[src/rtl/bert_drp_arbiter.sv]
// DRP access engine: one management request port fanned out to NUM_LANES transceiver DRP ports.
// Define BERT_DRP_BROADCAST_EN to enable broadcast writes; otherwise any broadcast request is illegal.
module bert_drp_arbiter #(
    parameter int NUM_LANES  = 2,
    parameter int ADDR_WIDTH = 9,
    parameter int DATA_WIDTH = 16,
    parameter int TIMEOUT    = 255,
    parameter int LANE_BITS  = (NUM_LANES > 1) ? $clog2(NUM_LANES) : 1
) (
    input  logic                            clk,
    input  logic                            rst,
    input  logic                            mgmt_en,
    input  logic                            mgmt_we,
    input  logic [LANE_BITS-1:0]            mgmt_lane,
    input  logic                            mgmt_broadcast,
    input  logic [ADDR_WIDTH-1:0]           mgmt_addr,
    input  logic [DATA_WIDTH-1:0]           mgmt_wdata,
    output logic [DATA_WIDTH-1:0]           mgmt_rdata,
    output logic                            mgmt_done,
    output logic                            mgmt_err,
    output logic                            mgmt_busy,
    output logic [NUM_LANES-1:0]            drp_en,
    output logic [NUM_LANES-1:0]            drp_we,
    output logic [ADDR_WIDTH-1:0]           drp_addr,
    output logic [DATA_WIDTH-1:0]           drp_di,
    input  logic [NUM_LANES*DATA_WIDTH-1:0] drp_do,
    input  logic [NUM_LANES-1:0]            drp_rdy
);

    typedef enum logic [1:0] {ST_IDLE, ST_ISSUE, ST_WAIT, ST_DONE} state_t;

    state_t                 state, state_next;
    logic                   we_r;
    logic [LANE_BITS-1:0]   lane_r;
    logic [NUM_LANES-1:0]   mask_r;
    logic [NUM_LANES-1:0]   pend_r;
    logic [15:0]            cnt_r;
    logic                   err_r;
    logic [DATA_WIDTH-1:0]  rdata_r;

    logic [NUM_LANES-1:0]   onehot;
    logic [NUM_LANES-1:0]   req_mask;
    logic                   lane_ok;
    logic                   illegal;
    logic [NUM_LANES-1:0]   pend_left;
    logic                   timeout_hit;
    logic [16:0]            cnt_inc;
    logic [DATA_WIDTH-1:0]  lane_data;

    always_comb begin
        onehot    = '0;
        lane_data = '0;
        for (int unsigned i = 0; i < NUM_LANES; i++) begin
            onehot[i] = (32'(mgmt_lane) == i);
            if (32'(lane_r) == i)
                lane_data = drp_do[i*DATA_WIDTH +: DATA_WIDTH];
        end
    end

    assign lane_ok = (32'(mgmt_lane) < 32'(NUM_LANES));

`ifdef BERT_DRP_BROADCAST_EN
    assign illegal  = mgmt_broadcast ? ~mgmt_we : ~lane_ok;
    assign req_mask = mgmt_broadcast ? '1 : onehot;
`else
    assign illegal  = mgmt_broadcast | ~lane_ok;
    assign req_mask = onehot;
`endif

    // Timeout is judged on the post-increment count so the abort lands TIMEOUT cycles after ISSUE.
    assign pend_left   = pend_r & ~drp_rdy;
    assign cnt_inc     = {1'b0, cnt_r} + 17'd1;
    assign timeout_hit = (cnt_inc >= 17'(TIMEOUT - 1));

    always_comb begin
        state_next = state;
        drp_en     = '0;
        drp_we     = '0;
        mgmt_done  = 1'b0;
        mgmt_err   = 1'b0;
        case (state)
            ST_IDLE: begin
                if (mgmt_en)
                    state_next = illegal ? ST_DONE : ST_ISSUE;
            end
            ST_ISSUE: begin
                drp_en     = mask_r;
                drp_we     = mask_r & {NUM_LANES{we_r}};
                state_next = ST_WAIT;
            end
            ST_WAIT: begin
                if (pend_left == '0 || timeout_hit)
                    state_next = ST_DONE;
            end
            ST_DONE: begin
                mgmt_done  = 1'b1;
                mgmt_err   = err_r;
                state_next = ST_IDLE;
            end
            default: state_next = ST_IDLE;
        endcase
    end

    assign mgmt_busy  = (state != ST_IDLE);
    assign mgmt_rdata = rdata_r;

    always_ff @(posedge clk or posedge rst) begin
        if (rst) begin
            state    <= ST_IDLE;
            we_r     <= 1'b0;
            lane_r   <= '0;
            mask_r   <= '0;
            pend_r   <= '0;
            cnt_r    <= '0;
            err_r    <= 1'b0;
            rdata_r  <= '0;
            drp_addr <= '0;
            drp_di   <= '0;
        end else begin
            state <= state_next;
            case (state)
                ST_IDLE: begin
                    if (mgmt_en) begin
                        we_r     <= mgmt_we;
                        lane_r   <= mgmt_lane;
                        drp_addr <= mgmt_addr;
                        drp_di   <= mgmt_wdata;
                        mask_r   <= illegal ? '0 : req_mask;
                        err_r    <= illegal;
                        if (illegal)
                            rdata_r <= '0;
                    end
                end
                ST_ISSUE: begin
                    pend_r <= mask_r;
                    cnt_r  <= '0;
                end
                ST_WAIT: begin
                    pend_r <= pend_left;
                    cnt_r  <= cnt_r + 16'd1;
                    // Completion takes priority over a simultaneous timeout.
                    if (pend_left == '0) begin
                        err_r   <= 1'b0;
                        rdata_r <= we_r ? '0 : lane_data;
                    end else if (timeout_hit) begin
                        err_r   <= 1'b1;
                        rdata_r <= '0;
                    end
                end
                default: ;
            endcase
        end
    end

endmodule

[config.mk]
export PLATFORM = sky130hd
export DESIGN_NAME = bert_drp_arbiter
export DESIGN_NICKNAME = d
export VERILOG_FILES = /design/src/rtl/bert_drp_arbiter.sv
export SDC_FILE = /design/constraint.sdc
export NUM_CORES = 1
export LEC_CHECK = 0
export BUFFER_PORTS_ARGS = -buffer_cell sky130_fd_sc_hd__clkbuf_2
export CAP_MARGIN = 20
export CORE_MARGIN = 4
export CORE_UTILIZATION = 49
export DETAILED_ROUTE_END_ITERATION = 7
export MAX_ROUTING_LAYER = met4
export PLACE_DENSITY = 0.78
export SYNTH_ARGS = -nofsm -noshare
export SYNTH_HDL_FRONTEND = slang
export SYNTH_SLANG_ARGS = --single-unit
[constraint.sdc]
create_clock -name clk -period 4.4 [get_ports clk]
set_input_delay 0.88 -clock clk [delete_from_list [all_inputs] [get_ports clk]]
set_output_delay 0.88 -clock clk [all_outputs]
set_load 0.005 [all_outputs]
== Word level (Yosys, flattened, before mapping) ==
Index checks and enable logic that the tools add are counted.
Word-level totals
  bits in registers: 66
  bits of input ports: 65
  word-level logic and storage cells: 56
Cells by class
  add/sub/neg operators: 2
  $lt $le $gt $ge: 1
  equal/unequal tests: 7
  muxes and demuxes: 22
  bitwise gates (word level): 4
  reduce and logical (&&, ||, !) cells: 10
Operators by type and width (number)
  $mux 16: 6
  $pmux 16 s2: 2
  $add 16x1->17 const B: 1
  $ge 17x8->1 const B: 1
  $add 16x1->16 const B: 1
  $mux 2: 6
  $pmux 2 s4: 1
  $ne 2x2->1 const B: 3
  $reduce_bool 2->1: 3
  $mux 1: 5
  $and 2x2->2: 2
  $eq 2x2->1 const B: 2
  $logic_not 2->1: 2
  $pmux 2 s2: 1
  $reduce_and 2->1: 2
  $reduce_and 4->1: 1
  $ne 3x3->1 const B: 1
  $reduce_and 3->1: 1
  $eq 2x1->1 const B: 1
  $not 2->2: 1
  $pmux 1 s2: 1
  $logic_or 1x1->1: 1
  $not 1->1: 1

== Longest topological paths before layout ==
  depth after elaboration: 6
  mapped depth: 9
  depth with buffers taken out: 7

== Worst setup path after synthesis ==
OpenSTA, ideal clock, no wires.
  path kind: input to register
  start point: in drp_rdy[0]
  end point: reg rdata_r[0], in the netlist mgmt_rdata[0]
  setup time: 66 ps
  data arrival time: 2054 ps
  slack: 2279 ps
  stages on the path: 7
  path buffers: 1
  cell sequence: inv_1 a22oi_1 a211oi_1 o221ai_2 o31ai_4 buf_6 a22o_1
Between the ends
  cells in the longest elaborated chain, start to end: 5
RTL lines
  start: declaration: line 27  | input logic [NUM_LANES-1:0] drp_rdy
  $not 2->2 *: line 71  | assign pend_left = pend_r & ~drp_rdy;
  $and 2x2->2 *: line 71
  $logic_not 2->1 *: line 142  | if (pend_left == '0) begin
  $ne 3x3->1 (no line) or $mux 16 (tied branches)
  $reduce_and 4->1 (no line) or $pmux 16 s2 (tied branches)
  end signal: assignment: line 144  | rdata_r <= we_r ? '0 : lane_data;
  end: declaration: line 39  | logic [DATA_WIDTH-1:0] rdata_r;
Every way passes the cells marked *; elsewhere a longest branch is shown, timed or not.
A chain may end at the register's enable or synchronous reset.

== Worst setup path after layout ==
  start point: reg state[0]
  end point: reg rdata_r[10], in the netlist mgmt_rdata[10]
Between the ends
  cells in the longest elaborated chain, start to end: 3
RTL lines
  start: declaration: line 32  | state_t state, state_next;
  start signal: assignment: line 120  | state <= state_next;
  $eq 2x2->1 or $logic_not 2->1 (tied branches): line 121  | case (state)
  $ne 3x3->1 (no line), or another cell as far along
  $reduce_and 4->1 (no line)
Several ways; a longest one is shown, not always the timed one.

==> summary.txt <==
outcome: finished, final reports clean
Max Clock Freq: 0.348 GHz
max-cap violations: 0
initial antenna violation count: 0
Peak VDD IR: 426 uV
synth top area cells: dfrtp_1, mux2_1, mux2i_1
RSZ-0062 raised after global routing: false
core area: 6530 um^2
Final Setup Violations: 0
Layout area overhead: 24.5%
Starting DRT DRC Count: 149
multiplexer share of the synthesized area: 14.9%
Period minus WS final: 2870 ps
first-pass GRT wire length: 13500 um
largest net degree at the start of global routing: 38
hold endpoint: drp_di[5]$_DFFE_PP0P_
Starting Density: 51.7%
Main synth FF type: dfrtp_1
Global Route Usage Sum: 20.8%
worst r2r dst: mgmt_rdata[10]$_DFFE_PP0P_
Synth warnings: 0
fin cells: 506
post-route ant nets: 0
Sw Share: 37.1%
layout cells sized above 1: 35.2%
period utilisation layout: 65.2%
synthesized area: 3380 um^2
full die area: 8280 um^2
final hold violations: 0
Yosys cell types: 48
Post-synth EDFFs: 0
number of hold buffers added after cts: 0
Psw: 1000 uW
Via-to-Cell Ratio: 5.53
Clk pwr share: 20.9%
Power Dens Cells: 642 nW/um^2
Congestion Overflow GR: 0
post-synthesis cell count: 314
clk sinks: 66
Hold Path Class: reg2reg
logic gate share of total power: 41.1%
CP Class: reg2reg
hold_sp: drp_di[5]$_DFFE_PP0P_
WHS Path Cells: 1
Post-CTS Repair Setup Buffers: 0
startpoint types: flip-flop
H-tree levels: 3
Synthesized Nets: 386
Int Power: 1.70 mW
Slew headroom: 43.5%
adder-cell share of the synthesized area: 2.59%
Worst Path Arrival: 3150 ps
post-synth top area share: 48.9%
fin. max-slew vios: 0
Worst-path clk slew: 70 ps
Clock Tree Buf Depth: 2
DR WL/cell: 16.0 um
Num CTS Buffers: 9
Lkg Pwr: 2.12 nW
row cnt: 29
Syn Area/Cell: 10.8 um^2
flops & latches, synth: 66
setup TNS: 0 ps
Post-CTS Resized: 0
count leader, synth: dfrtp_1
Clock Tree Root: clkbuf_8
DR DRC count: 0
Tightest Pin Transition: 847 ps
reg2reg start: state[0]$_DFFE_PP0P_
cell taking the most area after synthesis: dfrtp_1
Port Buffers: 112
die width: 91 um
Clock Skews: 7.71 ps
Die Y: 91 um
main combinational cell family by area after synthesis: multiplexers
Post-synth top cells: dfrtp_1, nand2_1, nor2_1
TritonRoute pass-1 iters: 4
Synth Area in Compound Gates: 14.7%
dpl cells: 489
ys async rst share: 100%
critical path data required time: 4680 ps
Layout Nets: 496
Worst R2R Setup Slack: 1530 ps
Antenna Cells: 0
routability cong.: 0.814
worst hold slack: 490 ps
simple-gate share of the synthesized area: 14.0%
CP endpoint kind: flip-flop
Worst-Skew Late Latency: 350 ps
Synth Area in XOR/XNOR: 0.778%
via count: 2800
hpwl dp: 5930 um
CP max FO: 17
CTS tree: done
vias in the first global route: 2743
IO Pins: 113
sequential power share: 38.0%
Final Routed Wirelength: 8090 um
reg2reg path depth: 7
post-synthesis sequential area ratio: 48.9%
==> placed cells by master (no fill, tap or decap), drive strengths merged <==
master / count
or3: 3
o31ai: 12
nand4: 4
dfrtp: 66
nor3b: 2
a21o: 1
o32a: 1
bufinv: 2
nor3: 4
clkbuf: 122
ha: 7
buf: 4
a41o: 1
a22oi: 1
nor2b: 1
mux2i: 20
mux2: 27
o22ai: 2
nor2: 25
nor4b: 1
nand2b: 1
and2: 3
a21bo: 2
a31oi: 2
xnor2: 3
clkinvlp: 2
o21a: 1
o21ai: 15
and3: 5
nor4: 1
clkinv: 1
nand3: 10
o221ai: 1
and4: 2
inv: 17
a21oi: 3
a22o: 19
a211oi: 2
o32ai: 1
nand2: 32
==> through the flow <==
step | power (mW) | instance area [um^2] | utilization [%] | worst slack (ps)
final | 2.70 | 4200 | 64.4 | 1530
after global routing | 2.90 | 4200 | 64.4 | 1320
after CTS | 2.71 | 4190 | 64.2 | 1520
after detailed placement | 2.15 | 3980 | 60.9 | 1590
after global placement | 2.09 | 3980 | 60.9 | 1700
after floorplan | 1.72 | 3380 | - | 1870
==> registers in the layout, indices dropped and copies added (netlist names) <==
name / flops
cnt_r: 16
lane_r: 1
pend_r: 2
drp_addr: 9
err_r: 1
we_r: 1
mgmt_rdata: 16
state: 2
drp_di: 16
mask_r: 2
==> critical path, cell delays in order, from the launching register on <==
cell      delay [ps]
dfrtp_1          410
inv_1            120
ha_1             560
inv_1            290
a211oi_1         290
o221ai_2         200
o31ai_4          650
a22o_1           270
==> per-layer routing <==
metal | track usage [%] | wire, um
met1 | 26.5 | 3520
met2 | 32.9 | 4020
met3 | 5.87 | 455
met4 | 5.53 | 89
met5 | - | 0
==> power groups by stage <==
stage	Clock, mW	Combinational, mW	Sequential [mW]
after global placement	0	1.07	1.01
after detailed placement	0	1.11	1.03
final	0.563	1.11	1.02
after CTS	0.568	1.12	1.02
after global routing	0.598	1.24	1.06
after floorplan	0	0.730	0.989
==> cells by family after synthesis <==
kind of cell,count (synthesis)
buffers and inverters,33
multiplexers,47
AND/OR/NAND/NOR,94
flip-flops,66
AO/OA/AOI/OAI,64
adder cells (fa/ha/maj),7
XOR/XNOR,3
==> how the worst max path moves through the flow <==
stage	startpoint	to	depth (start not counted)
detailed placement	state[0]$_DFFE_PP0P_	mgmt_rdata[4]$_DFFE_PP0P_	7
finish	state[0]$_DFFE_PP0P_	mgmt_rdata[10]$_DFFE_PP0P_	7
floorplan	rst	cnt_r[0]$_DFFE_PP0P_	1
CTS	state[0]$_DFFE_PP0P_	mgmt_rdata[10]$_DFFE_PP0P_	7
global placement	state[0]$_DFFE_PP0P_	mgmt_rdata[10]$_DFFE_PP0P_	7
global route	state[0]$_DFFE_PP0P_	mgmt_rdata[6]$_DFFE_PP0P_	7
==> area by class of cell <==
cell class | count | area, um^2
clock buffers | 10 | 128
clock inverters | 6 | 88.8
fillers | 525 | 2330
inverters | 16 | 60.1
multi-input cells | 215 | 1590
flip-flops and latches | 66 | 1650
well taps | 77 | 96.3
repair buffers | 116 | 594
Note: power is estimated with default switching activity, not from simulation.
